### src/rtl/branch_predict_resolve.sv
// -----------------------------------------------------------------------------
// branch_predict_resolve
//
// This block combines a bimodal branch predictor with the ID-stage branch
// resolution logic, and it keeps two branch statistics counters.
//
//   - The branch history table (BHT) holds 2-bit saturating counters. The
//     table is indexed by the word-aligned PC bits and has no tags, so
//     different PCs that map to the same index share one counter.
//   - The resolver compares the forwarded operands according to funct3. It
//     then reports the actual outcome, a mispredict flag and an illegal-funct3
//     flag. All three outputs are combinational.
//   - On each legal resolution the BHT entry is trained, and it is visible on
//     the next cycle. A same-cycle read of that entry sees the old value.
//
// Resolution handshake: res_valid is a single-cycle strobe. No ready signal
// exists because the block accepts a resolution on every clock edge. A
// resolution takes effect when res_valid is high at a rising edge and
// funct3 is legal. Otherwise no state changes.
//
// Ports
//   clk, rst_n          clock, asynchronous active-low reset
//   pred_pc             fetch PC to predict
//   pred_taken          MSB of the indexed BHT counter (combinational)
//   res_valid           a branch is resolving this cycle
//   res_pc              PC of the resolving branch
//   rs1_data, rs2_data  forwarded operands
//   funct3              branch type
//   res_pred_taken      prediction that fetch used for this branch
//   res_taken           actual outcome
//   res_mispredict      legal resolution whose outcome differs from prediction
//   res_illegal         funct3 is 010/011 while res_valid is high
//   stats_clr           synchronous clear of both statistics counters
//   branch_cnt          saturating count of legal resolutions
//   mispred_cnt         saturating count of mispredicted resolutions
// -----------------------------------------------------------------------------
module branch_predict_resolve #(
    parameter int XLEN        = 32,
    parameter int BHT_ENTRIES = 64,
    parameter int CNT_W       = 32
) (
    input  logic             clk,
    input  logic             rst_n,
    input  logic [XLEN-1:0]  pred_pc,
    output logic             pred_taken,
    input  logic             res_valid,
    input  logic [XLEN-1:0]  res_pc,
    input  logic [XLEN-1:0]  rs1_data,
    input  logic [XLEN-1:0]  rs2_data,
    input  logic [2:0]       funct3,
    input  logic             res_pred_taken,
    output logic             res_taken,
    output logic             res_mispredict,
    output logic             res_illegal,
    input  logic             stats_clr,
    output logic [CNT_W-1:0] branch_cnt,
    output logic [CNT_W-1:0] mispred_cnt
);

    localparam int IDX_W = $clog2(BHT_ENTRIES);

    logic [1:0]       bht_q [BHT_ENTRIES];
    logic [1:0]       bht_upd_d;
    logic [IDX_W-1:0] pred_idx;
    logic [IDX_W-1:0] res_idx;

    logic             eq;
    logic             lt;
    logic             ltu;
    logic             cond;
    logic             f3_illegal;
    logic             res_legal;

    logic [CNT_W-1:0] branch_cnt_q,  branch_cnt_d;
    logic [CNT_W-1:0] mispred_cnt_q, mispred_cnt_d;

    // Bits [1:0] of the PC are ignored because instructions are word aligned.
    assign pred_idx = pred_pc[2 +: IDX_W];
    assign res_idx  = res_pc[2 +: IDX_W];

    // No bypass: this read always sees the registered counter value.
    assign pred_taken = bht_q[pred_idx][1];

    // ---------------------------------------------------------------- resolve
    assign eq  = (rs1_data == rs2_data);
    assign lt  = ($signed(rs1_data) < $signed(rs2_data));
    assign ltu = (rs1_data < rs2_data);

    always_comb begin
        cond = 1'b0;
        case (funct3)
            3'b000:  cond = eq;
            3'b001:  cond = !eq;
            3'b100:  cond = lt;
            3'b101:  cond = !lt;
            3'b110:  cond = ltu;
            3'b111:  cond = !ltu;
            default: cond = 1'b0;
        endcase
    end

    assign f3_illegal     = (funct3[2:1] == 2'b01);
    assign res_legal      = res_valid && !f3_illegal;
    assign res_illegal    = res_valid && f3_illegal;
    assign res_taken      = res_valid && cond;
    assign res_mispredict = res_legal && (res_taken != res_pred_taken);

    // ------------------------------------------------------------------- BHT
    always_comb begin
        bht_upd_d = bht_q[res_idx];
        if (res_taken) begin
            if (bht_q[res_idx] != 2'b11) bht_upd_d = bht_q[res_idx] + 2'b01;
        end else begin
            if (bht_q[res_idx] != 2'b00) bht_upd_d = bht_q[res_idx] - 2'b01;
        end
    end

    always_ff @(posedge clk or negedge rst_n) begin
        if (!rst_n) begin
            for (int i = 0; i < BHT_ENTRIES; i++) bht_q[i] <= 2'b01;
        end else if (res_legal) begin
            bht_q[res_idx] <= bht_upd_d;
        end
    end

    // ------------------------------------------------------------- statistics
    always_comb begin
        branch_cnt_d  = branch_cnt_q;
        mispred_cnt_d = mispred_cnt_q;
        if (stats_clr) begin
            branch_cnt_d  = '0;
            mispred_cnt_d = '0;
        end else begin
            if (res_legal && (branch_cnt_q != {CNT_W{1'b1}}))
                branch_cnt_d = branch_cnt_q + 1'b1;
            if (res_mispredict && (mispred_cnt_q != {CNT_W{1'b1}}))
                mispred_cnt_d = mispred_cnt_q + 1'b1;
        end
    end

    always_ff @(posedge clk or negedge rst_n) begin
        if (!rst_n) begin
            branch_cnt_q  <= '0;
            mispred_cnt_q <= '0;
        end else begin
            branch_cnt_q  <= branch_cnt_d;
            mispred_cnt_q <= mispred_cnt_d;
        end
    end

    assign branch_cnt  = branch_cnt_q;
    assign mispred_cnt = mispred_cnt_q;

endmodule

### config.mk
export PLATFORM = sky130hd
export DESIGN_NAME = branch_predict_resolve
export DESIGN_NICKNAME = d
export VERILOG_FILES = /design/src/rtl/branch_predict_resolve.sv
export SDC_FILE = /design/constraint.sdc
export NUM_CORES = 1
export LEC_CHECK = 0
export BUFFER_PORTS_ARGS = -buffer_cell sky130_fd_sc_hd__buf_2
export CAP_MARGIN = 10
export CORE_ASPECT_RATIO = 1.4
export CORE_MARGIN = 3
export CORE_UTILIZATION = 57
export DETAILED_ROUTE_END_ITERATION = 10
export GPL_ROUTABILITY_DRIVEN = 1
export PLACE_DENSITY = 0.81
export SLEW_MARGIN = 15
export SYNTH_ARGS = -nofsm -noshare
export SYNTH_HDL_FRONTEND = slang
export SYNTH_SLANG_ARGS = --single-unit
### constraint.sdc
create_clock -name clk -period 4.4 [get_ports clk]
set_input_delay 0.88 -clock clk [delete_from_list [all_inputs] [get_ports clk]]
set_output_delay 0.88 -clock clk [all_outputs]
set_load 0.1 [all_outputs]
Yosys cells after proc, flatten, opt, wreduce, memory -nomap -nowiden
Cells that the tools add are included.

word-level totals
  flip-flop bits (word level) = 192
  bits in latches = 0
  bits in writable memories = 0
  ROM bits = 0
  memories = 0

operators by class
  add/subtract/negate cells = 4
  multiply operators = 0
  divide/modulo/power cells = 0
  magnitude comparators = 5
  eq/ne operators = 11
  shift-type cells = 0
  muxes and demuxes = 17
  bitwise logic cells = 2
  reductions and logical operators = 15

operators with widths
  operator                                                     count
  bitwise mux 128 bit                                          1
  two-way mux 32 bit                                           4
  adder 32 x 1 -> 32 bit (second input constant)               2
  less-than comparator 32 bit                                  2
  inequality test 32 bit (second input constant)               2
  equality test 32 bit                                         1
  binary-select mux 2 bit (select 6 bit)                       2
  two-way mux 2 bit                                            8
  >= comparator 7 bit (second input constant)                  2
  inverter 6 -> 7 bit                                          2
  demux 2 bit (select 6 bit)                                   1
  equality test 3 bit (second input constant)                  4
  logical AND 1 bit                                            7
  less-than comparator 7 x 1 -> 1 bit (second input constant)  1
  one-hot mux 1 bit (6 select lines)                           1
  nonzero test 2 bit                                           3
  zero test 1 bit                                              4
  equality test 3 x 1 -> 1 bit (second input constant)         1
  zero test 3 bit                                              1
  adder 2 x 1 -> 2 bit (second input constant)                 1
  equality test 2 x 1 -> 1 bit (second input constant)         1
  inequality test 2 bit (second input constant)                1
  subtractor 2 x 1 -> 2 bit (second input constant)            1
  inequality test 1 bit                                        1

Logic depth before layout (Yosys ltp)
Gate-level depths: netlist of run 1.

  depth in word-level cells = 9
  mapped depth = 14
  mapped depth without buffers = 11

Worst setup path before layout of run 1
No wires, ideal clock.

  path kind = in2out
  start = in rs2_data[31]
  end = out res_mispredict
  data arrival time = 4,540 ps
  slack = -1,020 ps
  stages on the path = 11
  buffers on the path = 1
  path through = inv_1 > ha_1 > nand4_2 > or4_4 > or3b_1 > xnor2_1 > a32oi_1 > nand3_4 > buf_2 > xnor2_1 > nor2_1

between the ends
  cells in the longest elaborated chain, start to end = 6
  elaborated cells on any way between the ends = 10
  classes of those cells = order compare: 2; eq/ne: 2; mux: 1; reduce/logical: 5

RTL lines
  what                                                 line        RTL
  start, declared                                      49          input logic [XLEN-1:0] rs2_data,
  less-than comparator 32 bit (tied with other cells)  87          assign ltu = (rs1_data < rs2_data);
  zero test 1 bit, on equally long branches            97, 93, 95
  one-hot mux 1 bit (6 select lines) (*)               91          case (funct3)
  logical AND 1 bit (*)                                105         assign res_taken = res_valid && cond;
  inequality test 1 bit (*)                            106         assign res_mispredict = res_legal && (res_taken != res_pred_taken);
  logical AND 1 bit (*)                                106
  end, declared                                        53          output logic res_mispredict,

Every way passes the cells marked *; elsewhere a longest branch is shown, timed or not.

Final worst setup path of run 1
  start = in rs1_data[25]
  end = out res_mispredict

between the ends
  cells in the longest elaborated chain, start to end = 6
  elaborated cells on any way between the ends = 10
  classes of those cells = order compare: 2; eq/ne: 2; mux: 1; reduce/logical: 5

RTL lines
  what                                                 line        RTL
  start, declared                                      48          input logic [XLEN-1:0] rs1_data,
  less-than comparator 32 bit (tied with other cells)  87
  zero test 1 bit, on equally long branches            97, 93, 95
  one-hot mux 1 bit (6 select lines) (*)               91
  logical AND 1 bit (*)                                105
  inequality test 1 bit (*)                            106
  logical AND 1 bit (*)                                106

Marks and branches as above.

==> results of run 1 <==
[cell type report]
cell class / instances / share of cell area
tap: 248 / 0.0234
clock buffer: 20 / 0.0337
sequential: 192 / 0.368
inverter: 56 / 0.0175
multi-input combinational: 831 / 0.461
clock inverter: 12 / 0.0100
timing repair buffer: 185 / 0.0862
[worst max-delay path by stage]
stage                 startpoint              to  slack [ps]
finish              rs1_data[25]  res_mispredict         100
global placement    rs2_data[26]  res_mispredict           4
detailed placement  rs2_data[26]  res_mispredict         -20
global route        rs2_data[22]  res_mispredict          -9
floorplan           rs2_data[26]  res_mispredict         -90
CTS                 rs2_data[26]  res_mispredict          40
[kinds of logic (layout without fill, tap and decap cells)]
group / count (synthesis) / count (layout) / share of synthesized area
compound gates: 181 / 181 / 0.0967
flops: 192 / 192 / 0.434
mux: 150 / 150 / 0.180
buf+inv: 110 / 273 / 0.0390
fa+ha+maj: 35 / 35 / 0.0388
xor+xnor: 34 / 34 / 0.0264
simple gates: 431 / 431 / 0.185
[Yosys cell counts (19+ instances only)]
cell type | instances | area (sq um)
a21oi_1 | 43 | 215
clkbuf_1 | 29 | 109
dfrtp_1 | 128 | 3200
dfstp_2 | 64 | 1680
ha_1 | 34 | 425
inv_1 | 56 | 210
mux2_2 | 81 | 912
mux2i_1 | 34 | 340
mux4_2 | 34 | 766
nand2_1 | 164 | 616
nand3_1 | 33 | 165
nand4_1 | 24 | 150
nor2_1 | 80 | 300
nor3_1 | 27 | 135
nor4_1 | 19 | 119
o21ai_0 | 79 | 395
xor2_1 | 22 | 193
[power breakdown]
group / internal [mW] / total [mW] / switching, mW
registers: 1.88 / 1.92 / 0.0465
logic: 0.240 / 0.586 / 0.346
clock network: 0.858 / 1.55 / 0.691
[metal layers]
layer	global-route usage	share of wire	routed length, microns	vias to the layer above
li1	-	-	-	4380
met1	0.312	0.38	11000	4527
met2	0.500	0.52	15100	355
met3	0.0541	0.061	1780	87
met4	0.139	0.047	1380	0
met5	0	0	0	-
[through the flow]
step / area [sq um] / power, mW
2_1_floorplan: 11400 / 2.32
3_3_place_gp: 12600 / 2.51
3_5_place_dp: 12600 / 2.53
4_1_cts: 13200 / 4.07
5_1_grt: 13300 / 4.21
6_report: 13300 / 4.06
[flip-flops by register name, summed over array words and instances, names as in the netlist]
name and count:
bht_q 128, branch_cnt 32, mispred_cnt 32
[what timing repair did]
| action | 4_1_cts | 5_1_grt |
|---|---|---|
| pin swaps | 2 | 9 |
| setup endpoints to repair | 1 | 2 |
| hold buffers | 0 | 0 |
| resized for setup | 1 | 9 |
| setup buffers | 1 | 0 |
| hold endpoints to repair | 0 | 0 |
[critical path: cells and delay by family]
family / cells / cell delay (ps)
AO/OA/AOI/OAI: 1 / 270
XOR/XNOR: 2 / 320
buffers and inverters: 2 / 290
adder cells (fa/ha/maj): 1 / 270
AND/OR/NAND/NOR: 5 / 1380
==> results.ini, run 1 <==
[yosys]
synth_cells = 1133
syn_avg_cell_area_sq_um = 9.94
ys_types = 61
seq_area_frac_synth = 0.434
synth-edff-count = 0
yosysWarnings = 0
synthArstFlopShare = 1.00
syn_nets = 1303
ys_ff_latch = 192
syn_area_sq_um = 11300
synth_ff_type = dfrtp_1

[clock_tree]
cts_tree = built
cts.sinks = 192
clk_pin_slew_ps = 70
root_buffer = clkbuf_16
htree_levels = 4
clock_path_buffers = 2
cts-buffers-inserted = 17
clk_latency_ps = 440

[worst_setup_path]
r2r_cells = 11
endpoint_kind = output port
crit_type = primary input to output port
slowest_delay_ps = 570
rrSetupSlack_ps = 1100
cp_cell_sequence = buf_2 > ha_4 > nand4_1 > or4_4 > or3b_4 > xnor2_2 > a32oi_2 > nand3_4 > xnor2_4 > nor2_4 > buf_12
crit_arrival_ps = 3420
worstSetupStartpointType = primary input
rr_startpoint = mispred_cnt[3]
cp_max_fo = 2
cp_slowest_cell = or4_4
r2r_end = mispred_cnt[6]
critPathRequiredTime_ps = 3520

[die]
die_h_microns = 172
fp.coreArea_sq_um = 19300
die_w_microns = 125
die_area_sq_um = 21500
floorplan.initialDensity = 0.584
rows = 60
ios = 204

[detailed_routing]
firstDrtPassIters = 5
drc_errors = 0
ant_nets = 0
via_count = 9349
wl_microns = 29300
wl_per_cell_microns = 19.0
drtIter0Drc = 611
routed_via_density = 6.06

[global_route]
grt_pass1_vias = 9663
grt_max_degree = 83
grt_overflow_total = 0
antenna_found_initial = 0
grt_pass1_wl_microns = 47900
globalRouteTotalUtil = 0.276

[placement]
placed_cells = 1511
pre_cts_ws_ps = -18.7
port-buffer-count = 151
gp_congestion = 0.868
hpwlAfterDp_microns = 21100

[sta]
max_freq_mhz = 233
setup_ws_ps = 102
hold_viol = 0
finalSetupTns_ps = 0
fin_crit_ps = 4300
finalClockSkew_ps = 11.7
maxSlewViolCount = 0
finalSetupViolations = 0
holdWs_ps = 454
post-route-period-util = 0.977
worstMarginPinSlew_ps = 924
relSlewSlack = 0.381

[cells_and_area]
final_cell_mix = 164 x nand2_1, 143 x buf_2, 128 x dfrtp_1
multi_input_area_sq_um = 6120
fillers = 1452
final_common_cell = nand2_1
area_delta_synth_final_pct = 17.8
drive_gt1_frac = 0.335
layout.cells.non_filler = 1544
fin_nets = 1453
antenna_cells = 0
seq_area_sq_um = 4880
postLayoutCoreUtil = 0.688

[run]
maxCapViolations = 0

[outcome]
outcome = finished clean

[power_and_ir_drop]
total_leakage_power_nw = 5.91
max-vdd-ir-drop_mv = 0.288
p_per_area_nw_per_um2 = 306

[min_path]
holdCritPathClass = primary input to asynchronous set/reset pin

(Power assumes the default switching activity.)
==> run 2, diff against run 1 <==
- CORE_ASPECT_RATIO: 1.4 -> 1.25
==> results.ini, run 2 (synthesis results as in run 1) <==
[worst_setup_path]
worstSetupStartpointType = primary input
endpoint_kind = output port
rrSetupSlack_ps = 980  ; -120 ps
crit_arrival_ps = 3510  ; +90 ps
crit_type = primary input to output port
rr_startpoint = mispred_cnt[3]
cp_max_fo = 3  ; +1
r2r_end = mispred_cnt[6]
critPathRequiredTime_ps = 3520  ; about the same
r2r_cells = 11  ; unchanged

[cells_and_area]
final_common_cell = nand2_1
antenna_cells = 0  ; unchanged
largest_register_ffs = 128  ; unchanged
stdcell_area_sq_um = 13300  ; +0.36%
postLayoutCoreUtil = 0.699  ; +0.0110
fin_nets = 1454  ; +0.069%
area_delta_synth_final_pct = 18.3
fillers = 1468  ; +1.1%
final_cell_mix = 164 x nand2_1, 141 x buf_2, 128 x dfrtp_1
drive_gt1_frac = 0.334  ; -0.000772
top_register = bht_q
layout.cells.non_filler = 1557  ; +0.84%

[detailed_routing]
firstDrtPassIters = 6  ; +1
via_count = 9485  ; +1.5%
drtIter0Drc = 529  ; -13%
wl_microns = 29200  ; -0.25%
drc_errors = 0  ; unchanged
wl_per_cell_microns = 18.8  ; -1.1%
ant_nets = 0  ; unchanged
routed_via_density = 6.09  ; +0.61%

[power_and_ir_drop]
total_leakage_power_nw = 5.91  ; about the same
p_int_mw = 3.08  ; +3.4%
clock_power_share = 0.395  ; +0.013
power.switching_mw = 1.06  ; -2.0%
switching_share = 0.257  ; -0.0104
p_seq_frac = 0.465  ; -0.009
p_per_area_nw_per_um2 = 311  ; +1.6%
combPwrFrac = 0.140  ; -0.004
max-vdd-ir-drop_mv = 0.316  ; +9.6%
power_mw = 4.14  ; +1.9%

[clock_tree]
clk_pin_slew_ps = 60  ; about the same
cts.sinks = 192  ; unchanged
clock_path_buffers = 2  ; unchanged
clk_latency_ps = 440  ; about the same
cts_tree = built
htree_levels = 4  ; unchanged
cts-buffers-inserted = 17  ; unchanged
root_buffer = clkbuf_16

[sta]
finalSetupViolations = 0  ; unchanged
relSlewSlack = 0.309  ; -0.0721
holdWs_ps = 502  ; +47.5 ps
finalSetupTns_ps = 0  ; unchanged
hold_viol = 0  ; unchanged
setup_ws_ps = 8.59  ; -93.1 ps
rsz0062_at_grt = true
fin_crit_ps = 4390  ; +93.1 ps
post-route-period-util = 0.998  ; +0.0212
worstMarginPinSlew_ps = 1040  ; +113 ps
max_freq_mhz = 228  ; -2.1%
finalClockSkew_ps = 10.7  ; -1.00 ps
maxSlewViolCount = 0  ; unchanged

[min_path]
holdCritPathClass = flop to flop
hold_depth = 2
min_from = bht_q[81]
hold_path_end = bht_q[81]

[global_route]
grt_overflow_total = 0  ; unchanged
grt_pass1_vias = 9638  ; -0.26%
grt_max_degree = 129  ; +55%
grt_pass1_wl_microns = 48000  ; +0.33%
antenna_found_initial = 0  ; unchanged
globalRouteTotalUtil = 0.276  ; +0.000289

[die]
rows = 56  ; -6.7%
floorplan.initialDensity = 0.591  ; +0.00720
ios = 204  ; unchanged
fp.coreArea_sq_um = 19100  ; -1.2%
die_h_microns = 163  ; -5.3%
die_w_microns = 132  ; +5.5%
die_area_sq_um = 21500  ; about the same

[placement]
gp_congestion = 0.860  ; -0.89%
placed_cells = 1524  ; +0.86%
port-buffer-count = 151  ; unchanged
placed_area_sq_um = 12600  ; -0.11%
pre_cts_ws_ps = 22.7  ; +41.4 ps
hpwlAfterDp_microns = 20600  ; -2.2%

[run]
maxCapViolations = 0  ; unchanged

[outcome]
outcome = finished clean

## run 2: worst max-delay path by stage
stage	cells past startpoint	from	slack [ps]	end
floorplan	11	rs2_data[26]	-90	res_mispredict
global placement	10	rs2_data[26]	40	res_taken
detailed placement	12	rs2_data[26]	20	res_mispredict
CTS	12	rs2_data[26]	6	res_mispredict
global route	12	rs2_data[27]	-110	res_mispredict
finish	12	rs2_data[27]	9	res_mispredict
## run 2: power by group through the flow
stage / Combinational [mW] / Sequential (mW) / Clock (mW)
5_1_grt: 0.637 / 1.93 / 1.72
4_1_cts: 0.574 / 1.92 / 1.65
2_1_floorplan: 0.356 / 1.96 / 0
3_5_place_dp: 0.570 / 1.95 / 0
6_report: 0.581 / 1.92 / 1.63
3_3_place_gp: 0.556 / 1.95 / 0
## run 2: cell type report
type                    instances  area [sq um]  area share
multi-input cells             831          6120       0.460
flip-flops and latches        192          4880       0.367
repair buffers                186          1140      0.0855
clock buffers                  20           447      0.0335
well taps                     261           327      0.0245
inverters                      56           233      0.0175
clock inverters                11           165      0.0124
## run 2: worst max-delay path: stages
cell     delay, ps
buf_6           70
inv_4           30
ha_4           260
nand4_1        160
or4_4          590
or3b_4         420
xnor2_2        140
a32oi_2        340
nand3_4        140
xnor2_4        180
nor2_4         110
buf_12         180
## run 2: layer usage
metal  GRT usage  up-vias  routed length, microns
met5           0        -                       0
met4       0.118        0                    1050
met3      0.0484       91                    1780
met2       0.480      345                   14900
met1       0.343     4671                   11500
li1            -     4378                       -
## run 2: what timing repair did
action,4_1_cts,5_1_grt
buffers inserted,0,2
endpoints found under the setup margin,0,2
hold buffers,0,0
gates resized for setup,0,15
